$ cat config.mk
export PLATFORM = sky130hd
export DESIGN_NAME = dmem_mmio
export DESIGN_NICKNAME = d
export VERILOG_FILES = /design/src/rtl/dmem_mmio.sv
export SDC_FILE = /design/constraint.sdc
export NUM_CORES = 2
export LEC_CHECK = 0
export ABC_AREA = 0
export BUFFER_PORTS_ARGS = -buffer_cell sky130_fd_sc_hd__buf_2
export CORE_MARGIN = 5
export CORE_UTILIZATION = 28
export CTS_CLUSTER_SIZE = 40
export DETAILED_ROUTE_END_ITERATION = 12
export GPL_TIMING_DRIVEN = 0
export PLACE_DENSITY = 0.49
export REMOVE_ABC_BUFFERS = 1
export SYNTH_ARGS = -nofsm -noshare
export SYNTH_HDL_FRONTEND = slang
export SYNTH_SLANG_ARGS = --single-unit
$ cat constraint.sdc
create_clock -name clk -period 9.93 [get_ports clk]
set_input_delay 0 -clock clk [delete_from_list [all_inputs] [get_ports clk]]
set_output_delay 0 -clock clk [all_outputs]
set_load 0.03 [all_outputs]
$ cat src/rtl/dmem_mmio.sv
// Data memory with req/ready handshake, wait states, byte-enable writes and a
// 16-byte I/O window holding a GPIO register, a cycle counter and a status word.
module dmem_mmio #(
    parameter int                    DATA_WIDTH  = 32,
    parameter int                    ADDR_WIDTH  = 32,
    parameter int                    DEPTH_LOG2  = 6,
    parameter int                    WAIT_STATES = 1,
    parameter logic [ADDR_WIDTH-1:0] IO_BASE     = 32'hFFFF_0000
) (
    input  logic                    clk,
    input  logic                    reset,
    input  logic                    req,
    input  logic                    we,
    input  logic [ADDR_WIDTH-1:0]   addr,
    input  logic [DATA_WIDTH-1:0]   wdata,
    input  logic [DATA_WIDTH/8-1:0] be,
    output logic                    busy,
    output logic                    ready,
    output logic [DATA_WIDTH-1:0]   rdata,
    output logic                    err,
    output logic [DATA_WIDTH-1:0]   gpio_out
);

    localparam int         NB      = DATA_WIDTH / 8;
    localparam logic [3:0] WS4     = 4'(WAIT_STATES);
    localparam logic [3:0] WS_LAST = 4'(WAIT_STATES - 1);

    typedef enum logic [1:0] {S_IDLE, S_WAIT, S_RESP} state_t;

    state_t                  state, state_nxt;
    logic [3:0]              wcnt;
    logic                    we_q;
    logic [ADDR_WIDTH-1:0]   addr_q;
    logic [DATA_WIDTH-1:0]   wdata_q;
    logic [NB-1:0]           be_q;
    logic [DATA_WIDTH-1:0]   cyc_cnt;
    logic [DATA_WIDTH-1:0]   mem [0:(1<<DEPTH_LOG2)-1];

    logic                    acc_we;
    logic [ADDR_WIDTH-1:0]   acc_addr;
    logic [DATA_WIDTH-1:0]   acc_wdata;
    logic [NB-1:0]           acc_be;
    logic [ADDR_WIDTH-1:0]   offset;
    logic                    in_io;
    logic [1:0]              io_sel;
    logic [DEPTH_LOG2-1:0]   ram_idx;
    logic                    commit;
    logic                    bad;
    logic [DATA_WIDTH-1:0]   rd_val;

    // Handshake: req/we/addr/wdata/be are sampled on a rising edge only while
    // busy=0; ready is a one-cycle pulse, and rdata/err are meaningful with it.
    assign busy = (state != S_IDLE);

    // With no wait states the commit edge is also the sampling edge, so the
    // access is taken straight from the ports instead of the latched copy.
    assign acc_we    = (state == S_IDLE) ? we    : we_q;
    assign acc_addr  = (state == S_IDLE) ? addr  : addr_q;
    assign acc_wdata = (state == S_IDLE) ? wdata : wdata_q;
    assign acc_be    = (state == S_IDLE) ? be    : be_q;

    assign offset  = acc_addr - IO_BASE;
    assign in_io   = (offset < ADDR_WIDTH'(16));
    assign io_sel  = offset[3:2];
    assign ram_idx = acc_addr[DEPTH_LOG2+1:2];
    assign commit  = (state_nxt == S_RESP);

    always_comb begin
        state_nxt = state;
        case (state)
            S_IDLE: if (req) state_nxt = (WAIT_STATES > 0) ? S_WAIT : S_RESP;
            S_WAIT: if (wcnt == WS_LAST) state_nxt = S_RESP;
            S_RESP: state_nxt = S_IDLE;
            default: state_nxt = S_IDLE;
        endcase
    end

    always_comb begin
        rd_val = '0;
        bad    = 1'b0;
        if (!in_io) begin
            rd_val = mem[ram_idx];
        end else begin
            case (io_sel)
                2'd0: rd_val = gpio_out;
                2'd1: begin rd_val = cyc_cnt; bad = acc_we; end
                2'd2: begin rd_val = {{(DATA_WIDTH-4){1'b0}}, WS4}; bad = acc_we; end
                default: bad = 1'b1;
            endcase
        end
    end

    always_ff @(posedge clk or posedge reset) begin
        if (reset) begin
            state   <= S_IDLE;
            wcnt    <= '0;
            we_q    <= 1'b0;
            addr_q  <= '0;
            wdata_q <= '0;
            be_q    <= '0;
        end else begin
            state <= state_nxt;
            if (state == S_WAIT && state_nxt == S_WAIT) wcnt <= wcnt + 4'd1;
            else                                        wcnt <= '0;
            if (state == S_IDLE && req) begin
                we_q    <= we;
                addr_q  <= addr;
                wdata_q <= wdata;
                be_q    <= be;
            end
        end
    end

    always_ff @(posedge clk or posedge reset) begin
        if (reset) begin
            cyc_cnt  <= '0;
            ready    <= 1'b0;
            err      <= 1'b0;
            rdata    <= '0;
            gpio_out <= '0;
        end else begin
            cyc_cnt <= cyc_cnt + 1'b1;
            ready   <= commit;
            err     <= commit && bad;
            if (commit && !acc_we) rdata <= rd_val;
            if (commit && acc_we && in_io && io_sel == 2'd0) begin
                for (int i = 0; i < NB; i++)
                    if (acc_be[i]) gpio_out[8*i +: 8] <= acc_wdata[8*i +: 8];
            end
        end
    end

    // Storage has no reset so it can map onto block RAM.
    always_ff @(posedge clk) begin
        if (commit && acc_we && !in_io) begin
            for (int i = 0; i < NB; i++)
                if (acc_be[i]) mem[ram_idx][8*i +: 8] <= acc_wdata[8*i +: 8];
        end
    end

endmodule

# Yosys cells after proc, flatten, opt, wreduce, memory -nomap -nowiden
# Memories as Yosys holds them, arrays and structs flattened.
# Index checks and enable logic that the tools add are counted.
[classes]
addsub = 3
mux = 24
n_reduce_logical = 19
order_cmp = 1
n_eq_ne = 5
[ops]
columns = ["op", "count"]
rows = [
  ["$mux 32", 3],
  ["$pmux 32 s3", 1],
  ["$add 32x1->32 const B", 1],
  ["$lt 32x5->1 const B", 1],
  ["$sub 32x32->32 const B", 1],
  ["$mux 1", 14],
  ["$logic_and 1x1->1", 8],
  ["$mux 4", 2],
  ["$reduce_and 2->1", 4],
  ["$eq 2x1->1 const B", 3],
  ["$add 4x1->4 const B", 1],
  ["$eq 2x2->1 const B", 2],
  ["$logic_not 2->1", 2],
  ["$logic_not 4->1", 1],
  ["$mux 2", 2],
  ["$pmux 2 s2", 1],
  ["$logic_not 1->1", 2],
  ["$pmux 1 s2", 1],
  ["$reduce_bool 2->1", 1],
  ["$reduce_or 2->1", 1],
]
[totals]
ramBits = 2048
out_inout_bits = 67
word_cells = 67
memories = 1
reg_bits = 173
input_bits = 72
[mem_list]
columns = ["name", "depth", "word_bits", "rd", "rd_ports_with_merged_regs", "wr", "line", "rtl"]
rows = [
  ["mem", 64, 32, 1, 0, 1, "37", "logic [DATA_WIDTH-1:0] mem [0:(1<<DEPTH_LOG2)-1];"],
]

# Logic depth before layout (Yosys ltp)
[depth]
ltp_word = 8
mapped_depth = 13
ltp_nobuf = 9

# Worst setup path before layout
# OpenSTA, ideal clock, no wires.
[synth_timing]
kind = "reg2reg"
startpoint = "reg state[0]"
endpoint = "reg gpio_out[0]"
t_arrival_ns = 3.054
path_slack_ns = 6.748
synth_period_minus_slack_ns = 3.182
stages_incl_launch_ff = 13
t_required_ns = 9.802
setup_time_ns = 0.128
path_buffers = 6
cell_sequence = "dfrtp_1 -> nor2_2 -> buf_6 -> buf_4 -> clkbuf_1 -> clkbuf_1 -> mux2i_1 -> ha_1 -> clkbuf_1 -> and3_1 -> buf_1 -> nand3_2 -> mux2_2"
[synth_via]
elab_chain_cells = 7
word_cells_on_any_way = 17
cone_classes = "1 x add/sub; 1 x order compare; 2 x eq/ne; 7 x mux; 6 x reduce/logical"
[synth_lines]
columns = ["element", "line", "rtl"]
rows = [
  ["start: declaration", "30", "state_t state, state_nxt;"],
  ["start signal: assignment", "102", "state <= state_nxt;"],
  ["$logic_not 2->1 (tied with other cells)", "--", ""],
  ["$mux 32 / $pmux 2 s2 (equally long branches)", "58, 70", ""],
  ["$sub 32x32->32 / $eq 2x2->1 (equally long branches)", "62, 66", ""],
  ["$lt 32x5->1 / $logic_and 1x1->1 (equally long branches)", "63, 126", ""],
  ["$logic_and 1x1->1 (2 in a row)", "126", "if (commit && acc_we && in_io && io_sel == 2'd0) begin"],
  ["$reduce_and 2->1 (no source line)", "--", ""],
  ["end signal: indexed assignment", "128", "if (acc_be[i]) gpio_out[8*i +: 8] <= acc_wdata[8*i +: 8];"],
  ["end: declaration", "21", "output logic [DATA_WIDTH-1:0] gpio_out"],
]
# Several ways; a longest one is shown, not always the timed one.
# A chain may end at the register's enable or synchronous reset.

# Worst setup path after layout
[layout_timing]
startpoint = "reg state[0]"
endpoint = "mem mem[11][28], enable pin"
[layout_via]
elab_chain_cells = 8
word_cells_on_any_way = 17
cone_classes = "1 x add/sub; 1 x order compare; 2 x eq/ne; 9 x mux; 4 x reduce/logical"
[layout_lines]
columns = ["element", "line", "rtl"]
rows = [
  ["$logic_not 2->1", "--", ""],
  ["$mux 32", "58", "assign acc_addr = (state == S_IDLE) ? addr : addr_q;"],
  ["$sub 32x32->32", "62", "assign offset = acc_addr - IO_BASE;"],
  ["$lt 32x5->1", "63", "assign in_io = (offset < ADDR_WIDTH'(16));"],
  ["$logic_not 1->1", "135", "if (commit && acc_we && !in_io) begin"],
  ["$logic_and 1x1->1", "135", ""],
  ["$mux 1", "135", ""],
  ["$mux 1 (not written as such)", "137", "if (acc_be[i]) mem[ram_idx][8*i +: 8] <= acc_wdata[8*i +: 8];"],
  ["end: declaration", "37", ""],
]
# Several ways; a longest one is shown, not always the timed one.

==> results.toml <==
[status]
outcome = "complete, but fails checks"
violations = "capacitance limit"

[setup_path]
crit_path_end_kind = "flop"
critPathMostFrequentCell = "and3_1"
worst-setup-path-type = "flop to flop"
setup.worst_path.start_class = "flop"
cp.arrival_ns = 7.60
cpLargestDelayFamily = "simple AND/OR/NAND/NOR gates"
worstPathCellList = "nor2_4, buf_12, inv_4, buf_16, o21ai_0, and3_1, nor4_1, nand2_1, and3_1, nand2_4, nor3_1"
critical_path.max_stage_delay_ns = 1.35
crit_slowest_cell = "nor3_1"
critPathRequiredTime_ns = 10.39
cp_max_fo = 64
crit_buf_inv = 3

[clock_tree]
insertion_delay_ns = 0.88
cts.repair.resized = 0
cts_tree = "done"
ctsHtreeMaxLevel = 4
cts_buffer_depth = 4
cts_setup_buffers = 0
root_buffer = "clkbuf_16"
cts_made_buffers = 225
clkTransAtPathRegs_ns = 0.06
clock-sinks = 2219

[timing]
worst_slack_ns = 2.79
hold_viol = 0
final-setup-viol-count = 0
finalSetupTns_ns = 0
slew_headroom = 0.0200
skew_ns = 0.0524
post-route-min-period_ns = 7.14
rsz0062_at_grt = "no"
max_freq_mhz = 140
slew_violations = 0
finalCritPeriodShare = 0.719
tightest_slew_ns = 1.43

[global_routing]
grt_max_degree = 98
grt_pass1_wl_mm = 410
grt_pass1_vias = 53732
grt-ovfl-total = 0
grt_util_all_layers = 0.174
antenna_found_initial = 15

[detailed_routing]
drt_iter0_drc = 5400
ant_nets = 0
first_pass_iters = 6
route.vias.total = 54154
routedWlPerCell_um = 27.8
drc = 0
wirelength_mm = 291
vias_per_cell = 5.17

[layout]
final_nets = 6254
final_core_util = 0.341
area_growth_syn_to_layout_pct = 21.0
drive_above_1_share = 0.132

[yosys]
ys_warn_count = 0
synth_ff_type = "edfxtp_1"
synth_top_cell_area_share = 0.708
yosysTopAreaCell = "edfxtp_1"
avgSynthCellArea_um2 = 15.1
syn_area_mm2 = 0.0869
ys_ff_latch = 2219
yosysSeqAreaShare = 0.757
syn_inst = 5752
yosys-top-cells-area = "edfxtp_1, dfrtp_1, mux2i_1, nand2_1, a22oi_1"
synth-edff-count = 2048
yosysUniqueCellTypes = 79
async_flop_share = 0.0771

[place]
dp_hpwl_mm = 186
gp_congestion = 0.783
place_ws_ns = 2.78
io_buffers = 136

[die]
ios = 139
die-area_mm2 = 0.322
die_h_um = 567
fp.dieW_um = 567
start_util = 0.281
core_mm2 = 0.309
rows = 204

[pwr]
leakage_nw = 34.6
power_density_mw_per_mm2 = 227
max-vdd-ir-drop_uv = 159

[job]
drv_cap = 1

[worst_hold_path]
hold_class = "primary input to async pin"
[Yosys cell counts (6+ instances only)]
| master | number |
|---|---|
| nor2_1 | 147 |
| a211oi_1 | 14 |
| o21ai_0 | 241 |
| clkbuf_1 | 190 |
| a32oi_1 | 7 |
| buf_1 | 27 |
| edfxtp_1 | 2048 |
| nand3_1 | 51 |
| mux2_2 | 37 |
| and3_1 | 15 |
| buf_4 | 55 |
| a222oi_1 | 18 |
| nand2_1 | 787 |
| o211ai_1 | 31 |
| a22o_1 | 72 |
| xnor2_1 | 23 |
| o22a_1 | 6 |
| mux2i_1 | 348 |
| ha_1 | 7 |
| and4_1 | 6 |
| xor2_1 | 9 |
| a221oi_1 | 49 |
| a31oi_1 | 50 |
| o21ai_1 | 9 |
| a22oi_1 | 393 |
| nor3_1 | 205 |
| nand4_1 | 37 |
| nor4_1 | 54 |
| dfrtp_1 | 171 |
| o22ai_1 | 182 |
| a2111oi_0 | 9 |
| o21a_1 | 18 |
| o31ai_1 | 8 |
| a21oi_1 | 215 |
| inv_1 | 7 |
| buf_2 | 118 |
[routing by layer]
metal,vias to the layer above,track usage,share of wire
li1,23385,-,-
met1,28202,0.229,0.41
met2,2096,0.293,0.49
met3,469,0.0231,0.063
met4,2,0.0694,0.043
met5,-,0,0.000048
[kinds of logic after synthesis]
group / after synthesis / share of synthesized area
compound gates: 1357 / 0.104
fa+ha+maj: 7 / 0.00101
xor+xnor: 32 / 0.00323
simple gates: 1351 / 0.0681
mux: 385 / 0.0449
flops: 2219 / 0.757
buf+inv: 401 / 0.0217
[worst register-to-register path, delay by kind of cell, from the launching register on]
| family | cells | cell delay (ns) |
|---|---|---|
| AND/OR/NAND/NOR | 7 | 4.63 |
| buffers and inverters | 3 | 0.77 |
| flip-flops | 1 | 0.73 |
| AO/OA/AOI/OAI | 1 | 0.62 |
[area by class of cell]
cell class,count,area (um2)
diodes,5,12.5
clock buffers,280,5930
clock inverters,120,1090
fillers,29462,204000
inverters,8,40.0
multi-input cells,3132,20000
flip-flops and latches,2219,65800
well taps,4120,5150
repair buffers,589,7140
[metrics by stage]
step | total power (W) | area, um2 | instances | hold slack (ns)
finish | 0.0239 | 105000 | 10473 | 0.382
detailed placement | 0.0156 | 95200 | 9786 | 0.132
floorplan | 0.0133 | 85000 | 5359 | 0.105
global route | 0.0247 | 105000 | 10471 | 0.439
global placement | 0.0155 | 90900 | 9615 | 0.210
CTS | 0.0240 | 105000 | 10450 | 0.332
[registers in the layout, summed over array words and instances (netlist names)]
| signal | count |
|---|---|
| addr_q | 30 |
| be_q | 4 |
| cyc_cnt | 32 |
| err | 1 |
| gpio_out | 32 |
| mem | 2048 |
| rdata | 32 |
| ready | 1 |
| state | 2 |
| wcnt | 4 |
| wdata_q | 32 |
| we_q | 1 |
[layout by cell type (no fill, tap or decap), types with 171 or more instances in the layout]
master,instances
o22ai_1,178
nand2_1,741
mux2i_1,345
dfrtp_1,171
a22oi_1,393
edfxtp_1,2048
dlygate4sd3_1,264
a21oi_1,214
o21ai_0,240
clkbuf_16,229
[worst paths after layout]
check | startpoint | endpoint | slack [ns] | depth (start not counted)
min in group clk | we | err$_DFF_PP0_ | 0.39 | 7
min reg2reg | cyc_cnt[31]$_DFF_PP0_ | cyc_cnt[31]$_DFF_PP0_ | 0.48 | 1
max reg2reg | state[0]$_DFF_PP0_ | mem[11][28]$_DFFE_PP_ | 2.79 | 11
max | state[0]$_DFF_PP0_ | mem[11][28]$_DFFE_PP_ | 2.79 | 11
min | reset | addr_q[17]$_DFFE_PP0P_ | 0.38 | 4
max in group asynchronous | reset | gpio_out[1]$_DFFE_PP0P_ | 8.41 | 5
[repair_timing]
| action | 4_1_cts | 5_1_grt |
|---|---|---|
| hold endpoints to repair | 682 | 0 |
| hold buffers | 264 | 0 |
| setup endpoints to repair | 0 | 0 |
[power breakdown]
part | switching (W) | internal, W
Clock | 0.00360 | 0.00473
Sequential | 0.000102 | 0.0108
Combinational | 0.00324 | 0.00140
Total | 0.00695 | 0.0170
Note: power is estimated with default switching activity, not from simulation.
